File: config.mk
export PLATFORM = sky130hd
export DESIGN_NAME = dbus_req_ctrl_flat
export DESIGN_NICKNAME = d
export VERILOG_FILES = /design/src/rtl/dbus_req_ctrl_if.sv /design/src/rtl/dbus_req_ctrl.sv /design/src/flat_wrapper.sv
export SDC_FILE = /design/constraint.sdc
export NUM_CORES = 1
export LEC_CHECK = 0
export BUFFER_PORTS_ARGS = -buffer_cell sky130_fd_sc_hd__buf_4
export CAP_MARGIN = 5
export CORE_ASPECT_RATIO = 0.75
export CORE_MARGIN = 2
export CORE_UTILIZATION = 40
export DETAILED_ROUTE_END_ITERATION = 7
export GPL_TIMING_DRIVEN = 0
export PLACE_DENSITY = 0.8
export SETUP_SLACK_MARGIN = 0.1
export SYNTH_ARGS = -nofsm -noshare
export SYNTH_HDL_FRONTEND = slang
export SYNTH_SLANG_ARGS = --single-unit
export TNS_END_PERCENT = 50
File: constraint.sdc
create_clock -name clk -period 2.1 [get_ports clk]
set_input_delay 0.21 -clock clk [delete_from_list [all_inputs] [get_ports clk]]
set_output_delay 0.21 -clock clk [all_outputs]
set_load 0.03 [all_outputs]
File: src/rtl/dbus_req_ctrl_if.sv
// Data-bus transaction signals between the request controller and the memory side.
// Handshake: the master raises bus_valid with stable bus_* attributes and holds them
// until bus_addr_ok is seen high on a clock edge; bus_data_ok (with bus_rdata) marks
// completion of the data phase and may arrive with or after bus_addr_ok.
interface dbus_req_ctrl_if;
  logic        bus_valid;
  logic [31:0] bus_addr;
  logic        bus_write;
  logic [1:0]  bus_size;
  logic [3:0]  bus_strobe;
  logic [31:0] bus_wdata;
  logic        bus_uncached;
  logic        bus_addr_ok;
  logic        bus_data_ok;
  logic [31:0] bus_rdata;

  modport master (
    output bus_valid, bus_addr, bus_write, bus_size, bus_strobe, bus_wdata, bus_uncached,
    input  bus_addr_ok, bus_data_ok, bus_rdata
  );

  modport slave (
    input  bus_valid, bus_addr, bus_write, bus_size, bus_strobe, bus_wdata, bus_uncached,
    output bus_addr_ok, bus_data_ok, bus_rdata
  );
endinterface

File: src/rtl/dbus_req_ctrl.sv
// Data-side memory request controller: MEM stage -> translator -> data bus.
// Latches one translated request, runs a valid/addr_ok/data_ok transaction,
// stalls the pipeline until completion and flags misaligned / uncached accesses.
module dbus_req_ctrl #(
  parameter logic [1:0] RESET_STATE = 2'd0
) (
  input  logic                  clk,
  input  logic                  resetn,
  input  logic                  req_valid,
  input  logic                  req_write,
  input  logic [1:0]            req_size,
  input  logic [31:0]           req_vaddr,
  input  logic [31:0]           req_wdata,
  input  logic                  flush,
  output logic [31:0]           trans_vaddr,
  input  logic [31:0]           trans_paddr,
  dbus_req_ctrl_if.master       bus,
  output logic                  stall,
  output logic                  resp_valid,
  output logic [31:0]           resp_data,
  output logic                  addr_err,
  output logic                  exc_adel,
  output logic                  exc_ades,
  output logic [1:0]            state_dbg
);

  typedef enum logic [1:0] {
    S_IDLE = 2'd0,
    S_REQ  = 2'd1,
    S_WAIT = 2'd2,
    S_DONE = 2'd3
  } state_t;

  state_t      state, state_n;
  logic        drop_q;
  logic        accept, capture, set_drop, clr_drop;
  logic        misaligned;
  logic [3:0]  strobe_n;
  logic [31:0] addr_q, wdata_q, rdata_q;
  logic        write_q, uncached_q;
  logic [1:0]  size_q;
  logic [3:0]  strobe_q;

  assign trans_vaddr = req_vaddr;
  assign state_dbg   = state;

  // Alignment check and byte-enable generation from size and low address bits.
  always_comb begin
    misaligned = ((req_size == 2'd1) && req_vaddr[0]) ||
                 (req_size[1] && (req_vaddr[1:0] != 2'b00));
    case (req_size)
      2'd0:    strobe_n = 4'b0001 << req_vaddr[1:0];
      2'd1:    strobe_n = 4'b0011 << req_vaddr[1:0];
      default: strobe_n = 4'b1111;
    endcase
  end

  // Exceptions are raised only for a live (unflushed) request offered in IDLE.
  assign addr_err = (state == S_IDLE) && req_valid && !flush && misaligned;
  assign exc_adel = addr_err && !req_write;
  assign exc_ades = addr_err && req_write;

  // Next-state and handshake outputs; a dropped request still finishes on the bus
  // but returns straight to IDLE without a response.
  always_comb begin
    state_n    = state;
    stall      = 1'b0;
    bus.bus_valid = 1'b0;
    resp_valid = 1'b0;
    accept     = 1'b0;
    capture    = 1'b0;
    set_drop   = 1'b0;
    clr_drop   = 1'b0;
    case (state)
      S_IDLE: begin
        if (req_valid && !flush && !misaligned) begin
          accept  = 1'b1;
          stall   = 1'b1;
          state_n = S_REQ;
        end
      end
      S_REQ: begin
        bus.bus_valid = 1'b1;
        stall         = !drop_q;
        if (bus.bus_addr_ok && bus.bus_data_ok) begin
          if (drop_q || flush) begin
            clr_drop = 1'b1;
            state_n  = S_IDLE;
          end else begin
            capture = 1'b1;
            state_n = S_DONE;
          end
        end else begin
          if (bus.bus_addr_ok) state_n = S_WAIT;
          set_drop = flush;
        end
      end
      S_WAIT: begin
        stall = !drop_q;
        if (bus.bus_data_ok) begin
          if (drop_q || flush) begin
            clr_drop = 1'b1;
            state_n  = S_IDLE;
          end else begin
            capture = 1'b1;
            state_n = S_DONE;
          end
        end else begin
          set_drop = flush;
        end
      end
      S_DONE: begin
        resp_valid = !flush;
        state_n    = S_IDLE;
      end
      default: state_n = S_IDLE;
    endcase
  end

  // State register.
  always_ff @(posedge clk or negedge resetn) begin
    if (!resetn) state <= state_t'(RESET_STATE);
    else         state <= state_n;
  end

  // Drop flag marks an in-flight transaction whose result must be discarded.
  always_ff @(posedge clk or negedge resetn) begin
    if (!resetn)       drop_q <= 1'b0;
    else if (clr_drop) drop_q <= 1'b0;
    else if (set_drop) drop_q <= 1'b1;
  end

  // Request attributes latched on acceptance and held for the whole transaction.
  always_ff @(posedge clk or negedge resetn) begin
    if (!resetn) begin
      addr_q     <= '0;
      write_q    <= 1'b0;
      size_q     <= 2'd0;
      strobe_q   <= 4'd0;
      wdata_q    <= '0;
      uncached_q <= 1'b0;
    end else if (accept) begin
      addr_q     <= trans_paddr;
      write_q    <= req_write;
      size_q     <= req_size;
      strobe_q   <= strobe_n;
      wdata_q    <= req_wdata;
      uncached_q <= (req_vaddr[31:29] == 3'b101);
    end
  end

  // Read word captured at data_ok and held until the next capture.
  always_ff @(posedge clk or negedge resetn) begin
    if (!resetn)      rdata_q <= '0;
    else if (capture) rdata_q <= bus.bus_rdata;
  end

  assign bus.bus_addr     = addr_q;
  assign bus.bus_write    = write_q;
  assign bus.bus_size     = size_q;
  assign bus.bus_strobe   = strobe_q;
  assign bus.bus_wdata    = wdata_q;
  assign bus.bus_uncached = uncached_q;
  assign resp_data        = rdata_q;

endmodule

File: src/flat_wrapper.sv
// flat-port wrapper written by rule: the top's interface ports become plain ports
module dbus_req_ctrl_flat 
#(
  parameter logic [1:0] RESET_STATE = 2'd0
)
  (clk, resetn, req_valid, req_write, req_size, req_vaddr, req_wdata, flush, trans_vaddr, trans_paddr, stall, resp_valid, resp_data, addr_err, exc_adel, exc_ades, state_dbg, bus_bus_valid, bus_bus_addr, bus_bus_write, bus_bus_size, bus_bus_strobe, bus_bus_wdata, bus_bus_uncached, bus_bus_addr_ok, bus_bus_data_ok, bus_bus_rdata);
  dbus_req_ctrl_if bus_i ();
  input  logic clk;
  input  logic resetn;
  input  logic req_valid;
  input  logic req_write;
  input  logic [1:0] req_size;
  input  logic [31:0] req_vaddr;
  input  logic [31:0] req_wdata;
  input  logic flush;
  output logic [31:0] trans_vaddr;
  input  logic [31:0] trans_paddr;
  output logic stall;
  output logic resp_valid;
  output logic [31:0] resp_data;
  output logic addr_err;
  output logic exc_adel;
  output logic exc_ades;
  output logic [1:0] state_dbg;
  output wire logic [$bits(bus_i.bus_valid)-1:0] bus_bus_valid;
  output wire logic [$bits(bus_i.bus_addr)-1:0] bus_bus_addr;
  output wire logic [$bits(bus_i.bus_write)-1:0] bus_bus_write;
  output wire logic [$bits(bus_i.bus_size)-1:0] bus_bus_size;
  output wire logic [$bits(bus_i.bus_strobe)-1:0] bus_bus_strobe;
  output wire logic [$bits(bus_i.bus_wdata)-1:0] bus_bus_wdata;
  output wire logic [$bits(bus_i.bus_uncached)-1:0] bus_bus_uncached;
  input wire logic [$bits(bus_i.bus_addr_ok)-1:0] bus_bus_addr_ok;
  input wire logic [$bits(bus_i.bus_data_ok)-1:0] bus_bus_data_ok;
  input wire logic [$bits(bus_i.bus_rdata)-1:0] bus_bus_rdata;
  assign bus_bus_valid = bus_i.bus_valid;
  assign bus_bus_addr = bus_i.bus_addr;
  assign bus_bus_write = bus_i.bus_write;
  assign bus_bus_size = bus_i.bus_size;
  assign bus_bus_strobe = bus_i.bus_strobe;
  assign bus_bus_wdata = bus_i.bus_wdata;
  assign bus_bus_uncached = bus_i.bus_uncached;
  assign bus_i.bus_addr_ok = bus_bus_addr_ok;
  assign bus_i.bus_data_ok = bus_bus_data_ok;
  assign bus_i.bus_rdata = bus_bus_rdata;
  dbus_req_ctrl #(.RESET_STATE(RESET_STATE)) u_core (.clk(clk), .resetn(resetn), .req_valid(req_valid), .req_write(req_write), .req_size(req_size), .req_vaddr(req_vaddr), .req_wdata(req_wdata), .flush(flush), .trans_vaddr(trans_vaddr), .trans_paddr(trans_paddr), .bus(bus_i), .stall(stall), .resp_valid(resp_valid), .resp_data(resp_data), .addr_err(addr_err), .exc_adel(exc_adel), .exc_ades(exc_ades), .state_dbg(state_dbg));
endmodule
==> results_dict.tcl, run 1 <==
set metrics [dict create \
    synth-seq-area-share_pct 55.9 \
    finalMaxSlewViolations 0 \
    post_layout_nets 727 \
    cell_internal_power_mw 6.99 \
    grt_usage_pct 18.3 \
    worst_path_max_delay_cell "sky130_fd_sc_hd__dfrtp_2" \
    static_leakage_power_nw 3.88 \
    grt_pass1_vias 3518 \
    power_frac_comb_pct 53.1 \
    setup_repair_after_global_routing_missed_its_margin "false" \
    via_per_inst 4.51 \
    cts_inserted_buffers 9 \
    gp_routability_congestion 0.737 \
    period_share_pct 93.5 \
    outcome "finished, final reports clean" \
    drc 0 \
    timing.setup.critical_path_class "reg2reg" \
    antenna_cells_inserted 0 \
    postSynthRegisterBits 107 \
    grt_max_degree 108 \
    clock_sinks 107 \
    post_synth_num_cell_types 34 \
    cts_tree "built" \
    floorplan.die.width_um 130 \
    worst_setup_path_start_kind "flop" \
    final-setup-viol-count 0 \
    first_pass_iters 4 \
    place.detailed.instances 723 \
    synth_edf_count 0 \
    timing_hold_violations_final 0 \
    cp.required_ns 2.32 \
    power_density_nw_per_um2 1580 \
    hpwlAfterDp_um 8950 \
    syn_inst 309 \
    worst-endpoint-arrival_ns 2.18 \
    critical-path-max-stage-delay_ns 0.42 \
    switching_power_mw 4.64 \
    path_max_fanout 10 \
    critical_path.endpoint_type "flop" \
    clock_tree.root_cell "sky130_fd_sc_hd__clkbuf_16" \
    site_rows 34 \
    worst_clock_skew_ns 0.0110 \
    ys_async_sr_fraction_pct 100 \
    drtIter0Drc 101 \
    timing.max_slew.rel_slack_pct 72.1 \
    areaGrowthSynthToFinish_pct 54.1 \
    crit_path_cell_trace "buf_4 -> ha_1 -> o211ai_1 -> buf_4 -> nor3_4 -> buf_4 -> buf_6 -> mux2_1" \
    synthesis.area_um2 4790 \
    cts.reportedPaths.clkPinSlew_ns 0.07 \
    clkPwrFrac_pct 15.2 \
    max_freq_ghz 0.509 \
    p_sw_share_pct 39.9 \
    ff_latch_area_um2 2680 \
    crit_buf_inv 4 \
    fillerInstances 905 \
    area_of_the_core_um2 11600 \
    ir_drop_worst_case_vdd_v 0.000999 \
    vias 3388 \
    num_io_pins 281 \
    insertion_delay_ns 0.34 \
    syn-mean-instance-area_um2 15.5 \
    utilization_pct 63.5 \
    holdCritPathClass "in2reg" \
    antenna_found_initial 0 \
    initial_core_util_pct 41.2 \
    finalWirelength_um 11900 \
    finalPower_mw 11.6 \
    die_h_um 98.8 \
    cpLargestDelayFamily "buffers and inverters" \
    max-clock-path-buffers 2 \
    area_occupied_by_multi_input_gates_um2 1790 \
    fin_cells 751 \
    grt_overflow_total 0 \
    mappedNetlistNets 451 \
    seqPwrFrac_pct 31.8 \
    layout_min_cycle_time_ns 1.96 \
    synth-warning-count 0 \
    dieArea_um2 12900 \
    antenna_left 0 \
    number_of_levels_the_h_tree_was_split_into 3 \
    post_route_cells_drive_above_1_share_pct 72.8 \
    max_cap_violations 0 \
    numPortBuffers 252 \
    tightestPinTransition_ns 0.418 \
    cpMostUsedCell "sky130_fd_sc_hd__buf_4" \
    route.detailed.wl_per_inst_um 15.8 \
    synth_flop_cell "sky130_fd_sc_hd__dfrtp_1" \
    grt_first_pass_wirelength_um 18000 \
]
==> power groups by stage <==
stage | Combinational [mW] | Clock [mW] | Sequential (mW)
2_1_floorplan | 1.79 | 0 | 5.64
5_1_grt | 6.46 | 1.91 | 3.82
3_5_place_dp | 6.05 | 0 | 3.72
3_3_place_gp | 5.96 | 0 | 3.66
6_report | 6.17 | 1.76 | 3.69
4_1_cts | 6.13 | 1.81 | 3.70
==> final timing paths <==
kind	start	end	slack, ns	cells after the start
hold / removal	req_vaddr[30]	u_core.bus.bus_uncached	0.06	2
max in group asynchronous	resetn	u_core.state_dbg[1]	1.09	3
setup reg to reg	u_core.state_dbg[1]	u_core.resp_data[6]	0.14	8
hold reg to reg	u_core.bus.bus_uncached	u_core.bus.bus_uncached	0.48	2
min in group asynchronous	resetn	u_core.resp_data[21]	0.36	2
setup / recovery	u_core.state_dbg[1]	u_core.resp_data[6]	0.14	8
==> what timing repair did <==
action,CTS,global route
pin swaps,2,4
hold buffers,0,1
endpoints found under the hold margin,0,44
buffers inserted,7,4
endpoints found under the setup margin,33,33
gates resized for setup,8,6
==> routing by layer <==
metal / wire length [um] / track usage (%)
met5: 0 / 0
met4: 140 / 4.91
met3: 975 / 6.03
met2: 5950 / 30.8
met1: 4800 / 22.6
==> cell type report <==
class                           instances  share of cell area, %
Buffer                                 43                   4.97
Clock buffer                           11                   3.15
Sequential cell                       107                   36.3
Multi-Input combinational cell        156                   24.2
Tap cell                              162                   2.75
Timing Repair Buffer                  265                   27.4
Clock inverter                          4                   1.03
Inverter                                3                  0.187
==> through the flow <==
step / setup WS (ns) / cell area (um^2) / setup TNS [ns] / hold slack, ns
2_1_floorplan: 0.0671 / 4800 / 0 / -0.0856
3_3_place_gp: -0.0212 / 6890 / -0.423 / 0.398
3_5_place_dp: -0.0974 / 6890 / -2.57 / 0.405
4_1_cts: 0.105 / 7280 / 0 / 0.0400
5_1_grt: 0.0723 / 7380 / 0 / 0.0359
6_report: 0.136 / 7380 / 0 / 0.0554
==> flip-flops by register name, indices dropped and copies added (netlist names) <==
register / flops
u_core.bus.bus_addr: 32
u_core.bus.bus_wdata: 32
u_core.resp_data: 32
u_core.bus.bus_strobe: 4
u_core.bus.bus_size: 2
u_core.state_dbg: 2
u_core.bus.bus_uncached: 1
u_core.bus.bus_write: 1
u_core.drop_q: 1
==> cell usage in the layout, fill, tap and decap left out, types with 2 or more instances in the layout <==
cell                          n
sky130_fd_sc_hd__a21o_1       2
sky130_fd_sc_hd__nor2_1       4
sky130_fd_sc_hd__nor2b_1      2
sky130_fd_sc_hd__buf_6       11
sky130_fd_sc_hd__nor3_1       2
sky130_fd_sc_hd__dfrtp_1    105
sky130_fd_sc_hd__mux2_1       3
sky130_fd_sc_hd__a21oi_1      7
sky130_fd_sc_hd__bufinv_16    2
sky130_fd_sc_hd__mux2_4      66
sky130_fd_sc_hd__nand2_1      7
sky130_fd_sc_hd__o21ai_0      5
sky130_fd_sc_hd__nand2b_1     3
sky130_fd_sc_hd__dfrtp_2      2
sky130_fd_sc_hd__buf_4      293
sky130_fd_sc_hd__ha_1         4
sky130_fd_sc_hd__mux2_2      31
sky130_fd_sc_hd__clkbuf_1     2
sky130_fd_sc_hd__clkbuf_16    9
==> kinds of logic after synthesis <==
group | after synthesis | synth area share, %
AND/OR/NAND/NOR | 28 | 3.45
AO/OA/AOI/OAI | 21 | 2.77
adder cells (fa/ha/maj) | 5 | 1.31
buffers and inverters | 46 | 7.47
XOR/XNOR | 1 | 0.183
flip-flops | 107 | 55.9
multiplexers | 101 | 28.9
==> cell usage after synthesis, drive strengths merged, types with 2 or more instances <==
cell    count  area share (%)
a21o        2            0.31
ha          5             1.3
nor2b       2            0.26
a21oi       9            0.94
nand2       7            0.55
nand2b      3            0.39
buf        42             7.1
inv         3            0.24
dfrtp     107              56
nor2        4            0.31
o21ai       6            0.86
nor3        3            0.42
mux2      100              29
nand3       2            0.47
==> worst register-to-register path, cell delays in order, from the launching register on <==
cell and delay (ns):
sky130_fd_sc_hd__dfrtp_2 0.42, sky130_fd_sc_hd__buf_4 0.15, sky130_fd_sc_hd__ha_1 0.21, sky130_fd_sc_hd__o211ai_1 0.21, sky130_fd_sc_hd__buf_4 0.17, sky130_fd_sc_hd__nor3_4 0.04
sky130_fd_sc_hd__buf_4 0.17, sky130_fd_sc_hd__buf_6 0.15, sky130_fd_sc_hd__mux2_1 0.32
(Power assumes the default switching activity.)
==> inputs of run 2 (changes only) <==
- CORE_MARGIN: 2 -> unset
- PLACE_DENSITY: 0.8 -> 0.83
- clock period: 2.1 -> 1.69 ns (I/O delays scaled with it)
==> run 2 against run 1 <==
Against the previous run: the flow now finishes with violations (setup timing); worst hold slack got worse by 0.037 ns; routed wire length increased by 2.0%; register-to-register slack got worse by 0.35 ns; die area decreased by 3.5%; combinational power grew 27%; critical path type unchanged; clock-buffer cell count unchanged; largest power group unchanged; critical endpoint unchanged.
==> results_dict.tcl, run 2 (synthesis results as in run 1) <==
set metrics [dict create \
    post_layout_nets 732 \
    clkPwrFrac_pct 14.9 \
    hold_path_depth 2 \
    timing.reg2reg.setup_slack_ns -0.22 \
    die_h_um 96.8 \
    max_cap_violations 0 \
    timing.max_slew.rel_slack_pct 71.0 \
    antenna_found_initial 0 \
    worst_setup_path_start_kind "flop" \
    drc 0 \
    cp.required_ns 1.91 \
    hpwlAfterDp_um 8780 \
    clock_sinks 107 \
    cts_inserted_buffers 9 \
    finalWirelength_um 12100 \
    grt_usage_pct 19.0 \
    crit-reg2reg-launch "u_core.state_dbg[1]" \
    site_rows 34 \
    layout_min_cycle_time_ns 1.91 \
    min-delay-start "req_vaddr[30]" \
    path_max_fanout 6 \
    gp_routability_congestion 0.820 \
    grt_pass1_vias 3567 \
    max-clock-path-buffers 2 \
    fillerInstances 866 \
    period_share_pct 113 \
    ir_drop_worst_case_vdd_v 0.00113 \
    timing.setup.critical_path_class "reg2reg" \
    worst-endpoint-arrival_ns 2.12 \
    dieArea_um2 12400 \
    worstRegToRegCells 7 \
    fin_area_um2 7600 \
    setup_repair_after_global_routing_missed_its_margin "true" \
    cts.reportedPaths.clkPinSlew_ns 0.07 \
    critical_path.endpoint_type "flop" \
    antenna_left 0 \
    p_sw_share_pct 40.5 \
    finalMaxSlewViolations 0 \
    worst_hold_path.endpoint "u_core.bus.bus_uncached" \
    area_of_the_core_um2 11600 \
    tightestPinTransition_ns 0.435 \
    first_pass_iters 4 \
    power_density_nw_per_um2 1920 \
    areaGrowthSynthToFinish_pct 58.7 \
    insertion_delay_ns 0.34 \
    area_occupied_by_multi_input_gates_um2 1860 \
    holdCritPathClass "in2reg" \
    num_io_pins 281 \
    worst_clock_skew_ns 0.00633 \
    floorplan.die.width_um 128 \
    cell_internal_power_mw 8.70 \
    ff_latch_area_um2 2680 \
    violations "setup timing" \
    drtIter0Drc 96 \
    final_cell_mix "sky130_fd_sc_hd__buf_4, sky130_fd_sc_hd__dfrtp_1, sky130_fd_sc_hd__mux2_4" \
    grt_first_pass_wirelength_um 18300 \
    startpoint "u_core.state_dbg[1]" \
    route.detailed.wl_per_inst_um 16.0 \
    placement.cell_area_um2 6930 \
    grt_overflow_total 0 \
    max_freq_ghz 0.525 \
    number_of_levels_the_h_tree_was_split_into 3 \
    grt_max_degree 108 \
    timing_hold_violations_final 0 \
    final.setup.worst_slack_ns -0.216 \
    via_per_inst 4.58 \
    post_route_cells_drive_above_1_share_pct 74.5 \
    static_leakage_power_nw 3.96 \
    antenna_cells_inserted 0 \
    mostFrequentLayoutCell "sky130_fd_sc_hd__buf_4" \
    clock_tree.root_cell "sky130_fd_sc_hd__clkbuf_16" \
    switching_power_mw 5.92 \
    seqPwrFrac_pct 31.5 \
    outcome "finished with violations" \
    power_frac_comb_pct 53.6 \
    vias 3469 \
    final-setup-viol-count 96 \
    terminus_of_the_critical_flop_to_flop_path "u_core.resp_data[6]" \
    finalPower_mw 14.6 \
    cts_tree "built" \
    numPortBuffers 252 \
    initial_core_util_pct 41.2 \
]
[run 2: timing repair]
action / in CTS / in global routing
pin swaps: 7 / 5
hold endpoints to repair: 0 / 45
gates cloned: 0 / 1
setup buffers: 10 / 5
endpoints found under the setup margin: 108 / 109
resized for setup: 16 / 23
hold buffers: 0 / 1
[run 2: worst max-delay path by stage]
stage | end | slack (ns) | depth (start not counted)
floorplan | u_core.resp_data[10] | -0.20 | 6
global placement | u_core.resp_data[2] | -0.45 | 6
detailed placement | u_core.resp_data[21] | -0.53 | 6
CTS | stall | -0.23 | 7
global route | u_core.resp_data[12] | -0.28 | 7
finish | u_core.resp_data[6] | -0.22 | 7
[run 2: worst max-delay path: stages (launching register included)]
cell	delay [ns]
sky130_fd_sc_hd__dfrtp_2	0.44
sky130_fd_sc_hd__buf_4	0.15
sky130_fd_sc_hd__ha_4	0.16
sky130_fd_sc_hd__o211ai_1	0.33
sky130_fd_sc_hd__nor3_4	0.09
sky130_fd_sc_hd__buf_12	0.15
sky130_fd_sc_hd__clkbuf_16	0.15
sky130_fd_sc_hd__mux2_1	0.31
[run 2: per-stage QoR]
stage	hold slack, ns	util (%)	setup TNS [ns]	setup slack (ns)	cells
after floorplan	-0.127	-	-6.06	-0.198	309
after global placement	0.359	59.6	-18.22	-0.452	723
after detailed placement	0.380	59.6	-22.83	-0.531	723
after CTS	0.00537	63.7	-13.79	-0.230	749
after global routing	0.00910	65.4	-21.92	-0.283	757
final	0.0184	65.4	-14.87	-0.216	757
[run 2: power by group through the flow]
stage / Clock [mW] / Sequential (mW) / Combinational [mW]
after floorplan: 0 / 7.01 / 2.27
after global placement: 0 / 4.56 / 7.42
after detailed placement: 0 / 4.61 / 7.57
after CTS: 2.23 / 4.61 / 7.75
after global routing: 2.33 / 4.77 / 8.18
final: 2.17 / 4.61 / 7.84
[run 2: per-layer routing]
layer	wire (um)	up-vias	track usage (%)
met5	0	-	0
met4	76	0	3.62
met3	932	6	5.81
met2	6350	155	33.5
met1	4740	1707	22.9
li1	-	1601	-
[run 2: cell type report]
| type | instances | share of cell area [%] |
|---|---|---|
| clock buffers | 11 | 3.19 |
| well taps | 162 | 2.67 |
| repair buffers | 270 | 27.9 |
| clock inverters | 5 | 0.922 |
| multi-input cells | 156 | 24.5 |
| flip-flops and latches | 107 | 35.3 |
| plain buffers | 43 | 5.40 |
| inverters | 3 | 0.214 |
